**config.mk**
```make
export PLATFORM = sky130hd
export DESIGN_NAME = dcache_ctrl_flat
export DESIGN_NICKNAME = d
export VERILOG_FILES = /design/src/rtl/dcache_pkg.sv /design/src/rtl/dcache_if.sv /design/src/rtl/dcache_data_array.sv /design/src/rtl/dcache_ctrl.sv /design/src/flat_wrapper.sv
export SDC_FILE = /design/constraint.sdc
export NUM_CORES = 2
export LEC_CHECK = 0
export CAP_MARGIN = 20
export CORE_MARGIN = 1.5
export CORE_UTILIZATION = 50
export CTS_CLUSTER_SIZE = 16
export DETAILED_ROUTE_END_ITERATION = 8
export PLACE_DENSITY = 0.65
export SLEW_MARGIN = 15
export SYNTH_ARGS = -nofsm -noshare
export SYNTH_HDL_FRONTEND = slang
export SYNTH_HIERARCHICAL = 1
export SYNTH_SLANG_ARGS = --single-unit
```
**constraint.sdc**
```tcl
create_clock -name clk -period 9.3 [get_ports clk]
set_clock_uncertainty 0.15 [all_clocks]
set_input_delay 2.325 -clock clk [delete_from_list [all_inputs] [get_ports clk]]
set_output_delay 2.325 -clock clk [all_outputs]
set_load 0.005 [all_outputs]
```
**src/rtl/dcache_pkg.sv**
```systemverilog
// Shared types and address-field helpers for the direct-mapped data cache.
package dcache_pkg;

    typedef enum logic {
        IDLE = 1'b0,
        FILL = 1'b1
    } state_e;

    localparam int MC_LOAD  = 1;
    localparam int MC_STORE = 0;
    localparam int AW       = 16;
    localparam int DW       = 16;

    function automatic int off_w(input int words_per_blk);
        return $clog2(words_per_blk);
    endfunction

    function automatic int idx_w(input int num_sets);
        return $clog2(num_sets);
    endfunction

    // Byte address minus the ignored byte bit, word offset and index.
    function automatic int tag_w(input int num_sets, input int words_per_blk);
        return AW - 1 - $clog2(words_per_blk) - $clog2(num_sets);
    endfunction

endpackage

```
**src/rtl/dcache_if.sv**
```systemverilog
// Pipeline-side request/response and main-memory signals of the data cache.
interface dcache_if;
    import dcache_pkg::*;

    logic [1:0]    mem_control_in;
    logic [AW-1:0] addr;
    logic [DW-1:0] wdata;
    logic [DW-1:0] rdata;
    logic          stall_dcache;
    logic          mem_en;
    logic          mem_wr;
    logic [AW-1:0] mem_addr;
    logic [DW-1:0] mem_wdata;
    logic [DW-1:0] mem_rdata;
    logic          mem_rvalid;

    modport slave (
        input  mem_control_in, addr, wdata, mem_rdata, mem_rvalid,
        output rdata, stall_dcache, mem_en, mem_wr, mem_addr, mem_wdata
    );

    modport master (
        output mem_control_in, addr, wdata, mem_rdata, mem_rvalid,
        input  rdata, stall_dcache, mem_en, mem_wr, mem_addr, mem_wdata
    );

endinterface

```
**src/rtl/dcache_data_array.sv**
```systemverilog
// Cache data storage: one word-granular write port, one combinational read port.
module dcache_data_array
    import dcache_pkg::*;
#(
    parameter int NUM_SETS      = 32,
    parameter int WORDS_PER_BLK = 8
) (
    input  logic                              clk,
    input  logic                              we_i,
    input  logic [idx_w(NUM_SETS)-1:0]        widx_i,
    input  logic [off_w(WORDS_PER_BLK)-1:0]   woff_i,
    input  logic [DW-1:0]                     wdata_i,
    input  logic [idx_w(NUM_SETS)-1:0]        ridx_i,
    input  logic [off_w(WORDS_PER_BLK)-1:0]   roff_i,
    output logic [DW-1:0]                     rdata_o
);

    logic [DW-1:0] mem_q [NUM_SETS][WORDS_PER_BLK];

    always_ff @(posedge clk) begin
        if (we_i) begin
            mem_q[widx_i][woff_i] <= wdata_i;
        end
    end

    assign rdata_o = mem_q[ridx_i][roff_i];

endmodule

```
**src/rtl/dcache_ctrl.sv**
```systemverilog
// Direct-mapped write-through/write-allocate data cache controller.
// Optional hit/miss counters are built when DCACHE_PERF_CNT_EN is defined.
module dcache_ctrl
    import dcache_pkg::*;
#(
    parameter int NUM_SETS      = 32,
    parameter int WORDS_PER_BLK = 8,
    parameter int MEM_LAT       = 4
) (
    input  logic        clk,
    input  logic        rst_n,
    dcache_if.slave     bus
`ifdef DCACHE_PERF_CNT_EN
    ,
    output logic [15:0] hit_cnt,
    output logic [15:0] miss_cnt
`endif
);

    localparam int OFF_W = off_w(WORDS_PER_BLK);
    localparam int IDX_W = idx_w(NUM_SETS);
    localparam int TAG_W = tag_w(NUM_SETS, WORDS_PER_BLK);
    localparam logic [OFF_W:0] BLK_WORDS = (OFF_W+1)'(WORDS_PER_BLK);
    localparam logic [OFF_W:0] LAST_WORD = (OFF_W+1)'(WORDS_PER_BLK - 1);

    if ((1 << OFF_W) != WORDS_PER_BLK || (1 << IDX_W) != NUM_SETS ||
        OFF_W < 1 || IDX_W < 1 || TAG_W < 1 || MEM_LAT < 1) begin : g_bad_cfg
        $error("dcache_ctrl: unsupported parameter set");
    end

    state_e             state_q, state_d;
    logic [OFF_W:0]     req_cnt_q, req_cnt_d;
    logic [OFF_W:0]     resp_cnt_q, resp_cnt_d;
    logic [NUM_SETS-1:0] valid_q, valid_d;
    logic [TAG_W-1:0]   tag_q [NUM_SETS];
    logic [TAG_W-1:0]   tag_d [NUM_SETS];

    logic [OFF_W-1:0]   a_off;
    logic [IDX_W-1:0]   a_idx;
    logic [TAG_W-1:0]   a_tag;
    logic               addr_unused;
    logic               is_req, is_store, hit;
    logic               arr_we;
    logic [OFF_W-1:0]   arr_off;
    logic [DW-1:0]      arr_wdata, rd_word;
    logic               hit_ev, miss_ev;

    assign a_off       = bus.addr[OFF_W:1];
    assign a_idx       = bus.addr[OFF_W+IDX_W:OFF_W+1];
    assign a_tag       = bus.addr[AW-1:OFF_W+IDX_W+1];
    assign addr_unused = bus.addr[0];
    assign is_store    = bus.mem_control_in[MC_STORE];
    assign is_req      = bus.mem_control_in[MC_LOAD] | is_store;
    assign hit         = valid_q[a_idx] && (tag_q[a_idx] == a_tag);

    dcache_data_array #(
        .NUM_SETS      (NUM_SETS),
        .WORDS_PER_BLK (WORDS_PER_BLK)
    ) u_data (
        .clk     (clk),
        .we_i    (arr_we),
        .widx_i  (a_idx),
        .woff_i  (arr_off),
        .wdata_i (arr_wdata),
        .ridx_i  (a_idx),
        .roff_i  (a_off),
        .rdata_o (rd_word)
    );

    always_comb begin
        state_d          = state_q;
        req_cnt_d        = req_cnt_q;
        resp_cnt_d       = resp_cnt_q;
        valid_d          = valid_q;
        tag_d            = tag_q;
        bus.rdata        = '0;
        bus.stall_dcache = 1'b0;
        bus.mem_en       = 1'b0;
        bus.mem_wr       = 1'b0;
        bus.mem_addr     = '0;
        bus.mem_wdata    = '0;
        arr_we           = 1'b0;
        arr_off          = a_off;
        arr_wdata        = bus.wdata;
        hit_ev           = 1'b0;
        miss_ev          = 1'b0;
        unique case (state_q)
            IDLE: begin
                if (is_req && hit) begin
                    hit_ev = 1'b1;
                    if (is_store) begin
                        arr_we        = 1'b1;
                        bus.mem_en    = 1'b1;
                        bus.mem_wr    = 1'b1;
                        bus.mem_addr  = bus.addr;
                        bus.mem_wdata = bus.wdata;
                    end else begin
                        bus.rdata = rd_word;
                    end
                end else if (is_req) begin
                    // Line is invalidated up front so a partial fill never looks like a hit.
                    miss_ev          = 1'b1;
                    bus.stall_dcache = 1'b1;
                    state_d          = FILL;
                    req_cnt_d        = '0;
                    resp_cnt_d       = '0;
                    valid_d[a_idx]   = 1'b0;
                end
            end
            FILL: begin
                bus.stall_dcache = 1'b1;
                if (req_cnt_q < BLK_WORDS) begin
                    bus.mem_en   = 1'b1;
                    bus.mem_addr = {a_tag, a_idx, req_cnt_q[OFF_W-1:0], 1'b0};
                    req_cnt_d    = req_cnt_q + 1'b1;
                end
                if (bus.mem_rvalid) begin
                    arr_we     = 1'b1;
                    arr_off    = resp_cnt_q[OFF_W-1:0];
                    arr_wdata  = bus.mem_rdata;
                    resp_cnt_d = resp_cnt_q + 1'b1;
                    if (resp_cnt_q == LAST_WORD) begin
                        valid_d[a_idx] = 1'b1;
                        tag_d[a_idx]   = a_tag;
                        state_d        = IDLE;
                    end
                end
            end
            default: state_d = IDLE;
        endcase
    end

    always_ff @(posedge clk or negedge rst_n) begin
        if (!rst_n) begin
            state_q    <= IDLE;
            req_cnt_q  <= '0;
            resp_cnt_q <= '0;
            valid_q    <= '0;
            for (int i = 0; i < NUM_SETS; i++) begin
                tag_q[i] <= '0;
            end
        end else begin
            state_q    <= state_d;
            req_cnt_q  <= req_cnt_d;
            resp_cnt_q <= resp_cnt_d;
            valid_q    <= valid_d;
            tag_q      <= tag_d;
        end
    end

`ifdef DCACHE_PERF_CNT_EN
    // The hit that retires a filled request was already counted as a miss.
    logic        refill_q, refill_d;
    logic [15:0] hit_cnt_q, hit_cnt_d, miss_cnt_q, miss_cnt_d;

    always_comb begin
        refill_d   = (state_q == FILL) && (state_d == IDLE);
        hit_cnt_d  = hit_cnt_q;
        miss_cnt_d = miss_cnt_q;
        if (hit_ev && !refill_q && hit_cnt_q != 16'hFFFF) begin
            hit_cnt_d = hit_cnt_q + 16'd1;
        end
        if (miss_ev && miss_cnt_q != 16'hFFFF) begin
            miss_cnt_d = miss_cnt_q + 16'd1;
        end
    end

    always_ff @(posedge clk or negedge rst_n) begin
        if (!rst_n) begin
            refill_q   <= 1'b0;
            hit_cnt_q  <= '0;
            miss_cnt_q <= '0;
        end else begin
            refill_q   <= refill_d;
            hit_cnt_q  <= hit_cnt_d;
            miss_cnt_q <= miss_cnt_d;
        end
    end

    assign hit_cnt  = hit_cnt_q;
    assign miss_cnt = miss_cnt_q;
`endif

endmodule

```
**src/flat_wrapper.sv**
```systemverilog
// flat-port wrapper written by rule: the top's interface ports become plain ports
module dcache_ctrl_flat import dcache_pkg::*;
#(
    parameter int NUM_SETS      = 32,
    parameter int WORDS_PER_BLK = 8,
    parameter int MEM_LAT       = 4
)
  (clk, rst_n, bus_mem_control_in, bus_addr, bus_wdata, bus_mem_rdata, bus_mem_rvalid, bus_rdata, bus_stall_dcache, bus_mem_en, bus_mem_wr, bus_mem_addr, bus_mem_wdata);
  dcache_if bus_i ();
  input  logic clk;
  input  logic rst_n;
  input wire logic [$bits(bus_i.mem_control_in)-1:0] bus_mem_control_in;
  input wire logic [$bits(bus_i.addr)-1:0] bus_addr;
  input wire logic [$bits(bus_i.wdata)-1:0] bus_wdata;
  input wire logic [$bits(bus_i.mem_rdata)-1:0] bus_mem_rdata;
  input wire logic [$bits(bus_i.mem_rvalid)-1:0] bus_mem_rvalid;
  output wire logic [$bits(bus_i.rdata)-1:0] bus_rdata;
  output wire logic [$bits(bus_i.stall_dcache)-1:0] bus_stall_dcache;
  output wire logic [$bits(bus_i.mem_en)-1:0] bus_mem_en;
  output wire logic [$bits(bus_i.mem_wr)-1:0] bus_mem_wr;
  output wire logic [$bits(bus_i.mem_addr)-1:0] bus_mem_addr;
  output wire logic [$bits(bus_i.mem_wdata)-1:0] bus_mem_wdata;
  assign bus_i.mem_control_in = bus_mem_control_in;
  assign bus_i.addr = bus_addr;
  assign bus_i.wdata = bus_wdata;
  assign bus_i.mem_rdata = bus_mem_rdata;
  assign bus_i.mem_rvalid = bus_mem_rvalid;
  assign bus_rdata = bus_i.rdata;
  assign bus_stall_dcache = bus_i.stall_dcache;
  assign bus_mem_en = bus_i.mem_en;
  assign bus_mem_wr = bus_i.mem_wr;
  assign bus_mem_addr = bus_i.mem_addr;
  assign bus_mem_wdata = bus_i.mem_wdata;
  dcache_ctrl #(.NUM_SETS(NUM_SETS), .WORDS_PER_BLK(WORDS_PER_BLK), .MEM_LAT(MEM_LAT)) u_core (.clk(clk), .rst_n(rst_n), .bus(bus_i));
endmodule
```
---- Word level (Yosys, flattened, before mapping) ----
Memory sizes are Yosys's and may differ from the RTL's.
Cells that the tools add are included.
cells by class
  multiplexer cells ....................... 55
  eq/ne operators ......................... 7
  reductions and logical operators ........ 9
  $add $sub $neg .......................... 2
  bitwise operators ....................... 8
  $lt $le $gt $ge ......................... 8
operators with widths
  cell                   count
  $bwmux W224            1
  $mux W16               14
  $mux W128              1
  $mux W32               4
  $pmux W32 S2           1
  $bmux W16 S3           1
  $demux W16 S3          1
  $bmux W7 S5            1
  $demux W7 S5           1
  $and A32 B32 Y32       1
  $not A32 Y32           1
  $or A32 B32 Y32        1
  $pmux W16 S2           1
  $mux W7                3
  $mux W4                4
  $pmux W4 S2            2
  $mux W1                12
  $reduce_and A3 Y1      3
  $add A4 B1 Y4 const B  2
  $ge A4 B4 Y1 const B   2
  $ne A2 B2 Y1 const B   4
  $not A3 Y4             2
  $pmux W1 S2            4
  $eq A7 B7 Y1           1
  16 further kinds       21
word-level totals
  input bits .............................. 53
  logic and storage cells ................. 126
  output and inout port bits .............. 51
  memories kept ........................... 1
  memory bits (writable) .................. 4096
  bits in registers ....................... 265
memory list
  name                 words  width  rd ports  clocked after Yosys merged registers in  wr ports  line                     RTL
  u_core.u_data.mem_q  32     128    1         0                                        1         dcache_data_array.sv:18  logic [DW-1:0] mem_q [NUM_SETS][WORDS_PER_BLK];

---- Longest topological paths before layout ----
  depth in word-level cells ............... 11
  mapped depth ............................ 16
  gate-level depth less buffers ........... 11

---- Modules after synthesis ----
Netlist, hierarchy kept.
modules (own cells, without submodules)
  module             cells an instance  area each (um^2)  seq. area each (um^2)  instances
  dcache_data_array  7370               159076.3          122998.0               1
  dcache_ctrl        982                12936.2           6631.4                 1

---- Worst setup path before layout ----
Ideal clock, no wire load.
  kind .................................... input-to-output
  start ................................... input port bus_addr[4]
  end ..................................... output port bus_rdata[10]
  slack ................................... 1.572 ns
  stages on the path ...................... 11
  required time ........................... 6.825 ns
  path buffers ............................ 3
  arrival ................................. 5.253 ns
  path through ............................ clkbuf_1 > clkbuf_1 > mux2i_1 > o22ai_1 > or4_1 > or3_1 > a2111oi_2 > nand4_2 > nor4b_4 > buf_4 > and2_1
between the ends
  longest elaborated chain between the ends .. 9
  elaborated cells on any way between the ends .. 16
  classes of those cells .................. eq/ne: 1; mux: 11; bitwise: 1; reduce/logical: 2; memory: 1
RTL lines
  item                                                                      line                RTL
  from (decl)                                                               flat_wrapper.sv:13  input wire logic [$bits(bus_i.addr)-1:0] bus_addr;
  parallel branches: the longest is 7 deep, another holds $mem_v2 Z32 W128  --
  $mux W16 *                                                                dcache_ctrl.sv:89   if (is_req && hit) begin
  $mux W16 *                                                                dcache_ctrl.sv:87   unique case (state_q)
  to (decl)                                                                 flat_wrapper.sv:17  output wire logic [$bits(bus_i.rdata)-1:0] bus_rdata;
Mark *: on every way between the ends. The select of a mux whose other input is x is not followed.

---- Worst setup path in the final report ----
  start ................................... input port bus_addr[5]
  end ..................................... output port bus_rdata[9]
between the ends
  elaborated cells on any way between the ends .. 16
  classes of those cells .................. eq/ne: 1; mux: 11; bitwise: 1; reduce/logical: 2; memory: 1
RTL lines
  item                                         line                     RTL
  $mem_v2 Z32 W128                             --
  $bmux W16 S3                                 dcache_data_array.sv:26  assign rdata_o = mem_q[ridx_i][roff_i];
  $mux W16 (implied by the code) (2 in a row)  dcache_data_array.sv:26
  named net u_core.rd_word[9]                  dcache_ctrl.sv:45        logic [DW-1:0] arr_wdata, rd_word;
  $mux W16                                     dcache_ctrl.sv:91        if (is_store) begin
  $mux W16                                     dcache_ctrl.sv:89
  $mux W16                                     dcache_ctrl.sv:87
The timed path passes the listed nets, and every way through them passes these cells. The select of a mux whose other input is x is not followed.

==> metrics <==
Final Non-Filler Cells=between 10,000 and 15,000; Period minus WS final=9340 ps; worst reg2reg startpoint=u_core/tag_q[196]; final core occ=57.2%; RSZ-0062 raised after global routing=false; share of layout cells above drive strength 1=27.0%; worst reg-to-reg setup slack=3420 ps; main flop type after synthesis=edfxtp_1; Fin. Hold Viols=0; Die Y=between 500 and 600 µm; drt drc=0; r2r endpoint=u_core/u_data/mem_q[28][94]; crit path DAT=about 6900 ps; asr flop ratio synth=under 10%; synthesized area=around 0.17 mm²; synth cell count leaders=4,096 x edfxtp_1, 856 x mux4_2, 595 x mux2i_1, 377 x nor2_1, 273 x mux2_2; Slew Viols, Final=0; Setup Fix Bufs, Post-CTS=0; Multi-input gate area=0.0398 mm²; Synth cell types=83; first-pass GRT wire length=662,000 µm; Hold Crit Class=reg2reg; # rows=about 220; post-synth top area cell=edfxtp_1; DP Area=around 0.18 mm²; Post-Route WL=470,000 µm; Cells after DPL=around 13,000; # clock sinks=about 4,400; antenna-violating nets left=0; Global Route Usage Sum=26.8%; H-Tree Depth=5; I/O pin cnt=about 100; routed vias/inst=6.42; status=finished with violations; initial core utilization=50.2%; die area=between 0.3 and 0.4 mm²; number of max-cap violations=0; Yosys top cell area share=71.5%; critical path class=in2out; critical path capture point type=output port; syn avg cell area=slightly above 20 µm²; required time of the critical path=around 6800 ps; DPL Wire Length=between 200,000 and 300,000 µm; worst rel slew slack=13.8%; cell with the most instances after synthesis=edfxtp_1; reg2reg path depth=13; P_leak=~65 nW; worst-case clock buffer depth=4; Final nets=9,016; Storage cell area=0.130 mm²; Root Buffer=clkbuf_16; largest net degree at the start of global routing=184; initial DRC count=between 10,000 and 15,000; Synth warnings=6; clock-pin slew on the worst setup and hold paths=around 60 ps; sequential share of the synthesized area=around 75%; failing checks=setup timing; Max FO, Critical Path=37; period utilization=100%; Design Area, Final=slightly below 0.2 mm²; worst skew pair latency=950 ps; Inserted Clock Buffers=approximately 430; Worst Hold Depth=1; number of global-route vias before repair=a little under 90,000; routed vias=just under 90,000; Mapped Cells=8,352; main area contributors after synthesis=edfxtp_1 72%, mux4_2 11%, dfrtp_1 3.9%, mux2i_1 3.5%, mux2_2 1.8%; routed len/inst=approximately 34 µm; Worst Max-Slew Pin Slew=~1300 ps; I/O Buffers=between 100 and 150; antenna violations before repair=20; fill count=about 25,000; core area=between 0.3 and 0.4 mm²; Die Wd=590 µm; Peak VDD IR=0.000167 V; CP startpoint kind=input pin; final worst setup slack=-44.0 ps; routability cong.=just under 1; Overflow after GRT=0; Post-synth EDFFs=4,096; P&R area growth vs syn=13.9%; Max Clock Freq=about 0.11 GHz; TritonCTS clock tree=built; synthesis-stage register bit count=roughly 4,400; endpoints failing setup=2; pwr dens=around 220 mW/mm²; Net Count, Synth=~8,400; Pre-Repair DR Iteration Count=6
==> worst max-delay path by stage <==
| stage | from | endpoint | slack [ps] | depth (start not counted) |
|---|---|---|---|---|
| 2_1_floorplan | bus_addr[4] | bus_rdata[10] | 1570 | 11 |
| 3_3_place_gp | bus_addr[5] | bus_rdata[3] | -610 | 11 |
| 3_5_place_dp | bus_addr[3] | bus_rdata[9] | -230 | 13 |
| 4_1_cts | bus_addr[5] | bus_rdata[1] | 6 | 15 |
| 5_1_grt | bus_addr[4] | bus_rdata[1] | 20 | 14 |
| 6_report | bus_addr[5] | bus_rdata[9] | -40 | 15 |
==> cell usage in the layout (no fill, tap or decap), types with 108 or more instances in the layout <==
master     instances
mux2i_1          595
nand2_1          192
nor2_1           268
nor2_2           108
o22ai_1          222
edfxtp_1        4096
clkbuf_16        436
mux4_2           856
dfrtp_1          265
mux2_2           257
buf_4            502
==> per-stage QoR <==
| stage | hold WS [ps] | total power, W | TNS [ps] | setup slack (ps) |
|---|---|---|---|---|
| after floorplan | 315 | 0.0242 | 0 | 1570 |
| after CTS | 349 | 0.0429 | 0 | 6.12 |
| final | 349 | 0.0427 | -87.9 | -44.0 |
| after detailed placement | 335 | 0.0255 | -267 | -229 |
| after global routing | 353 | 0.0438 | 0 | 22.4 |
| after global placement | 326 | 0.0254 | -1410 | -614 |
==> critical path: stages <==
cell	delay, ps
buf_8	300
nand2b_4	270
buf_12	260
buf_4	230
o22ai_1	690
nor3_1	110
buf_4	180
nor3b_2	330
and3_1	270
nand4_1	370
buf_4	300
a311oi_1	230
buf_4	200
and2_1	120
clkdlybuf4s50_1	490
==> what timing repair did <==
action | in CTS | in global routing
endpoints found under the setup margin | 3 | 4
resized for setup | 6 | 7
hold buffers | 0 | 0
==> cell type report <==
type | instances | area share, %
Antenna cell | 20 | 0.0256
Inverter | 9 | 0.0224
Tap cell | 4557 | 2.91
Sequential cell | 4361 | 66.2
Clock inverter | 278 | 1.50
Timing Repair Buffer | 682 | 3.26
Clock buffer | 525 | 5.78
Multi-Input combinational cell | 3476 | 20.3
==> logic make-up after synthesis <==
group	after synthesis	synth area share [%]
buffers and inverters	515	1.92
adder cells (fa/ha/maj)	2	0.0145
multiplexers	1755	16.9
AND/OR/NAND/NOR	975	2.68
AO/OA/AOI/OAI	742	3.09
flip-flops	4361	75.4
XOR/XNOR	2	0.0102
==> power by group <==
part / internal [W] / switching (W)
sequential: 0.0220 / 0.0000807
combinational: 0.000958 / 0.00203
clock: 0.0102 / 0.00739
total: 0.0332 / 0.00950
==> sequential cells by signal, summed over array words and instances, names as in the netlist, named ones only <==
register             flops
u_core/tag_q           224
u_core/state_q           1
u_core/resp_cnt_q        4
u_core/u_data/mem_q   4096
u_core/req_cnt_q         4
==> metal layers <==
layer	share of wire (%)	GRT usage [%]	up-vias
li1	-	-	36000
met1	39	37.8	47600
met2	46	41.3	4814
met3	10	5.91	830
met4	4.4	10.3	6
met5	0.0094	0	-
(Power assumes the default switching activity.)
